**config.mk**
```make
export PLATFORM = sky130hd
export DESIGN_NAME = xxdcf_frame_loader
export DESIGN_NICKNAME = d
export VERILOG_FILES = /design/src/rtl/xxdcf_frame_loader.sv
export SDC_FILE = /design/constraint.sdc
export NUM_CORES = 1
export LEC_CHECK = 0
export ABC_AREA = 1
export CORE_MARGIN = 2
export CORE_UTILIZATION = 49
export CTS_CLUSTER_DIAMETER = 120
export CTS_CLUSTER_SIZE = 40
export DETAILED_ROUTE_END_ITERATION = 10
export PLACE_DENSITY = 0.78
export SLEW_MARGIN = 20
export SYNTH_ARGS = -nofsm -noshare
export SYNTH_HDL_FRONTEND = slang
export SYNTH_SLANG_ARGS = --single-unit
export TNS_END_PERCENT = 50
```
**constraint.sdc**
```tcl
create_clock -name clk -period 1.5 [get_ports clk]
set_clock_uncertainty 0.15 [all_clocks]
set_input_delay 0.225 -clock clk [delete_from_list [all_inputs] [get_ports clk]]
set_output_delay 0.225 -clock clk [all_outputs]
set_load 0.02 [all_outputs]
```
**src/rtl/xxdcf_frame_loader.sv**
```systemverilog
// Assembles eight 3-bit lane beats into the two-word xxdcf frame behind a double buffer.
// Latency: frame valid the cycle after its 8th beat is accepted; one beat per cycle.
// Backpressure: in_ready drops while a completed frame waits for the busy output register, or during flush/reset.
module xxdcf_frame_loader #(
    parameter int CNT_W = 8
) (
    input  logic                    clk,
    input  logic                    rst,
    input  logic                    in_valid,
    output logic                    in_ready,
    input  logic [2:4]              in_lane,
    input  logic                    flush,
    output logic                    out_valid,
    input  logic                    out_ready,
    output logic [1:1][3:0][2:4]    out_frame [2:3],
    output logic [CNT_W-1:0]        frame_count
);

    typedef enum logic {FILL, HOLD} state_t;

    localparam logic [CNT_W-1:0] CNT_ONE = 1;

    state_t                 state;
    logic [2:0]             cnt;
    logic [3:2][3:0][2:4]   asm_q;
    logic [3:2][3:0][2:4]   asm_nxt;
    logic [1:0]             lane_idx;
    logic [1:0]             word_idx;
    logic                   accept;
    logic                   take;
    logic                   last_beat;
    logic                   out_free;
    logic                   load;

    assign in_ready  = ~rst & ~flush & (state == FILL);
    assign accept    = in_valid & in_ready;
    assign take      = out_valid & out_ready;
    assign last_beat = (cnt == 3'd7);
    assign out_free  = ~out_valid | out_ready;
    assign lane_idx  = 2'd3 - cnt[1:0];
    assign word_idx  = {1'b1, cnt[2]};

    // A held frame moves out only if the same cycle does not flush it away.
    assign load = (accept & last_beat & out_free)
                | ((state == HOLD) & take & ~flush);

    always_comb begin
        asm_nxt = asm_q;
        if (accept) begin
            asm_nxt[word_idx][lane_idx] = in_lane;
        end
    end

    always_ff @(posedge clk) begin
        if (rst) begin
            state        <= FILL;
            cnt          <= 3'd0;
            asm_q        <= '0;
            out_valid    <= 1'b0;
            out_frame[2] <= '0;
            out_frame[3] <= '0;
            frame_count  <= '0;
        end else begin
            asm_q <= asm_nxt;

            if (take) begin
                frame_count <= frame_count + CNT_ONE;
            end

            if (load) begin
                out_frame[2] <= asm_nxt[2];
                out_frame[3] <= asm_nxt[3];
                out_valid    <= 1'b1;
            end else if (take) begin
                out_valid <= 1'b0;
            end

            if (flush) begin
                cnt   <= 3'd0;
                state <= FILL;
            end else if (state == FILL) begin
                if (accept) begin
                    if (last_beat) begin
                        cnt <= 3'd0;
                        if (!out_free) begin
                            state <= HOLD;
                        end
                    end else begin
                        cnt <= cnt + 3'd1;
                    end
                end
            end else if (take) begin
                state <= FILL;
            end
        end
    end

endmodule

```
== After elaboration in Yosys (flattened, before gate mapping) ==
Index checks and enable logic that the tools add are counted.

* Mux-type cells: 14
* Eq/ne operators: 1
* Bitwise logic cells: 14
* Order comparisons: 4
* $add $sub $neg: 3
* Reduce and logical (&&, ||, !) cells: 5

{| class="wikitable"
|+ Operators by type and width
! kind !! count
|-
| $bwmux W24 || 1
|-
| $mux W24 || 1
|-
| $demux W12 S1 || 1
|-
| $mux W12 || 1
|-
| $add A8 B1 Y8 const B || 1
|-
| $and A1 B1 Y1 || 8
|-
| $mux W1 || 7
|-
| $demux W3 S2 || 1
|-
| $lt A2 B3 Y1 const B || 2
|-
| $mux W3 || 2
|-
| $ge A2 B1 Y1 const B || 2
|-
| $not A1 Y1 || 4
|-
| $add A3 B1 Y3 const B || 1
|-
| $eq A3 B3 Y1 const B || 1
|-
| $logic_and A1 B1 Y1 || 2
|-
| $or A1 B1 Y1 || 2
|-
| $reduce_and A2 Y1 || 1
|-
| $reduce_bool A2 Y1 || 1
|-
| $reduce_or A2 Y1 || 1
|-
| $sub A2 B2 Y2 const A || 1
|}

* Input bits: 8
* Register bits: 61

== Longest topological paths before layout ==
* Depth in word-level cells: 9
* Depth in mapped cells: 11
* Gate-level depth less buffers: 11

== Worst setup path before layout ==
OpenSTA, ideal clock, no wires.

* Path type: flip-flop to flip-flop
* From: reg cnt[0]
* To: reg out_frame[11] in the netlist's numbering
* Cell stages (with the launch flop): 9
* Arrival time: 1383 ps
* Setup slack: -143 ps
* Setup time: 111 ps
* Cells stage by stage: dfxtp_1 > ha_1 > ha_1 > nand4_4 > o21bai_4 > inv_4 > buf_6 > nor2_2 > nor2_1

* Word-level cells in the longest chain between the ends: 9
* Elaborated cells between the ends (all ways): 14

{| class="wikitable"
|+ RTL lines
! element !! line !! source
|-
| start, declared || 24 || <nowiki>logic [2:0] cnt;</nowiki>
|-
| start signal, assigned || 89 || <nowiki>cnt <= cnt + 3'd1;</nowiki>
|-
| $sub A2 B2 Y2 || 40 || <nowiki>assign lane_idx = 2'd3 - cnt[1:0];</nowiki>
|-
| $lt A2 B3 Y1 (not written as such) / $ge A2 B1 Y1 (equally long branches) || 50 || <nowiki>asm_nxt[word_idx][lane_idx] = in_lane;</nowiki>
|-
| $logic_and A1 B1 Y1 (not written as such) || 50 ||
|-
| $mux W3 (not written as such) || 50 ||
|-
| $demux W3 S2 || 50 ||
|-
| $mux W12 (not written as such) || 50 ||
|-
| $demux W12 S1 || 50 ||
|-
| $bwmux W24 || 50 ||
|-
| $mux W24 || 49 || <nowiki>if (accept) begin</nowiki>
|-
| end, declared || 15 || <nowiki>output logic [1:1][3:0][2:4] out_frame [2:3],</nowiki>
|}

Several ways; a longest one is shown, not always the timed one.
A chain may end at the register's enable or synchronous reset.

== Worst setup path in the final report ==
* From: reg cnt[0]
* To: reg out_frame[20] in the netlist's numbering

The elaborated chain is that of the path after synthesis.

==> reports/metrics.yaml <==
dieArea_um2: 6810
cp_max_fo: 7
start_util_pct: 50.8
dp_hpwl_um: 4630
whs_ns: 0.318
cts_sinks: 61
final_common_cell: "nand2_1"
maxSlewHeadroom_pct: 80.9
clockBufferDepth: 2
cp_slowest_cell: "dfxtp_4"
gp_congestion: 0.851
postCtsHoldBufs: 0
tightest_slew_ns: 0.287
power_mw: 3.12
ant_nets: 0
die_w_um: 82.5
max-cap-violations: 0
diodes: 0
synth_cell_types: 27
synth_area_per_cell_um2: 7.27
drtPass1Iterations: 4
required_ns: 1.59
timing.fmax_mhz: 632
wl_um: 7190
fin_cells: 573
path_cells: "ha_4, ha_4, nand4_4, o21bai_4, buf_6, nand2_1, nand2_1, nor2_1"
cts-root-buf: "clkbuf_8"
hp-class: "reg2reg"
cp-end-kind: "flip-flop"
leakage_nw: 2.11
power-per-cell-area_nw_per_um2: 770
grtUsageTotal_pct: 22.6
yosysSeqAreaShare_pct: 40.4
min_to: "asm_q[16]"
fin_setup_tns_ns: -1.29
wl_per_cell_um: 12.5
finalCritPeriodShare_pct: 105
dpl_worst_slack_ns: -0.516
post-route-cell-area_um2: 4050
grt_first_pass_wirelength_um: 11600
portBuffers: 41
cp.arrival_ns: 1.67
grt_pass1_vias: 2549
finalSetupViolCount: 28
layout-drive-gt1-share_pct: 27.5
violations: "setup timing"
syn_to_final_growth_pct: 34.1
hold_viol: 0
r2r-start: "cnt[0]"
rsz0062_at_grt: "true"
clock_latency_ns: 0.35
post-route-drc-count: 0
min_from: "asm_q[16]"
dpl.cell_count: 554
postPlaceCellArea_um2: 3750
io_pins: 42
drt-initial-drc-count: 138
antenna_found_initial: 0
clk_pin_slew_ns: 0.06
final_nets: 509
synthCells: 416
coreArea_um2: 5960
crit_type: "reg2reg"
vias_per_cell: 4.88
r2r-end: "out_frame[20]"
grt_max_degree: 27
worst-path-buf-inv: 1
worstSetupStartpointType: "flip-flop"
cts_tree: "built"
max_stage_delay_ns: 0.37
reg2reg_slack_ns: -0.08
postLayoutCoreUtil_pct: 68.0
final_cell_mix: "nand2_1 (102), dfxtp_1 (57), inv_1 (52)"
yosys_register_bits: 61
overflow: 0
cp_top_family: "flip-flops"
peakVddDrop_v: 0.000503
period_minus_slack_ns: 1.58
rows: 28
yosysWarnings: 0
rr_worst_depth: 8
syn_area_um2: 3020
outcome: "finished, violations left"
numCtsBuffers: 9
final.setup.worst_slack_ns: -0.0812
num_vias: 2795
h-tree-depth: 3
chipHeight_um: 82.5
syn-num-nets: 431
slew_violations: 0
min_delay_path_depth: 2
==> routing by layer <==
layer | up-vias | global-route usage (%) | wire [um]
met4 | 0 | 11.0 | 140
met2 | 58 | 37.7 | 3670
li1 | 1447 | - | -
met5 | - | 0 | 0
met1 | 1279 | 27.8 | 3070
met3 | 11 | 4.46 | 308
==> cell families (layout without fill, tap and decap cells) <==
| logic type | count (synthesis) | in the layout | share of synthesized area [%] |
|---|---|---|---|
| AND/OR/NAND/NOR | 225 | 225 | 36.7 |
| buffers and inverters | 71 | 153 | 10.9 |
| adder cells (fa/ha/maj) | 7 | 7 | 2.90 |
| AO/OA/AOI/OAI | 52 | 52 | 9.15 |
| flip-flops | 61 | 61 | 40.4 |
==> cell usage after synthesis <==
cell / number / area [um2]
o21bai_4: 1 / 18.8
nand4_1: 2 / 12.5
nand2_1: 108 / 405
nand4_4: 1 / 21.3
and2_0: 1 / 6.26
o21ai_0: 15 / 75.1
inv_4: 1 / 6.26
ha_1: 7 / 87.6
nand3_1: 7 / 35.0
nor2_8: 1 / 20.0
nor2_2: 22 / 138
nand3_4: 1 / 17.5
clkbuf_1: 2 / 7.51
dfxtp_1: 61 / 1220
a211oi_1: 1 / 7.51
inv_1: 54 / 203
a21oi_1: 25 / 125
nor2_1: 53 / 199
nand2_2: 1 / 6.26
and3_1: 1 / 6.26
nand3_2: 20 / 200
buf_6: 7 / 78.8
clkinv_1: 1 / 3.75
o21ai_1: 10 / 50.1
nor2_4: 1 / 11.3
buf_2: 6 / 30.0
nor3_1: 6 / 30.0
==> power breakdown <==
group | internal [mW] | switching, mW | total, mW | leakage [nW]
combinational | 0.0585 | 0.0971 | 0.156 | 1.52
clock | 0.724 | 0.617 | 1.34 | 0.0926
sequential | 1.62 | 0.00349 | 1.62 | 0.494
total | 2.40 | 0.718 | 3.12 | 2.11
==> state kept, by name, summed over array words and instances (netlist names) <==
register     cells
out_frame       24
out_valid        1
frame_count      8
asm_q           24
state            1
cnt              3
==> worst register-to-register path, stage by stage (launching register included) <==
cell,delay [ns]
dfxtp_4,0.37
ha_4,0.15
ha_4,0.15
nand4_4,0.09
o21bai_4,0.26
buf_6,0.16
nand2_1,0.05
nand2_1,0.05
nor2_1,0.04
==> final cells by class <==
| type | instances | area [um2] |
|---|---|---|
| fill | 513 | 1900 |
| multi-input combinational | 284 | 1600 |
| sequential | 61 | 1230 |
| timing repair buffer | 82 | 737 |
| inverter | 56 | 218 |
| clock buffer | 14 | 173 |
| tap | 75 | 93.8 |
| clock inverter | 1 | 5.00 |
==> how the worst max path moves through the flow <==
| stage | start | to | slack (ns) | depth (start not counted) |
|---|---|---|---|---|
| 2_1_floorplan | cnt[1] | out_frame[11] | -0.08 | 8 |
| 3_3_place_gp | rst | in_ready | -0.50 | 5 |
| 3_5_place_dp | flush | in_ready | -0.52 | 5 |
| 4_1_cts | cnt[1] | out_frame[3] | -0.05 | 9 |
| 5_1_grt | cnt[0] | out_frame[3] | -0.16 | 7 |
| 6_report | cnt[0] | out_frame[20] | -0.08 | 8 |
==> what timing repair did <==
action / 4_1_cts / 5_1_grt
buffers inserted: 0 / 2
resized for setup: 46 / 38
cloned: 0 / 2
setup endpoints to repair: 68 / 54
pin swaps: 1 / 16
(Power assumes the default switching activity.)
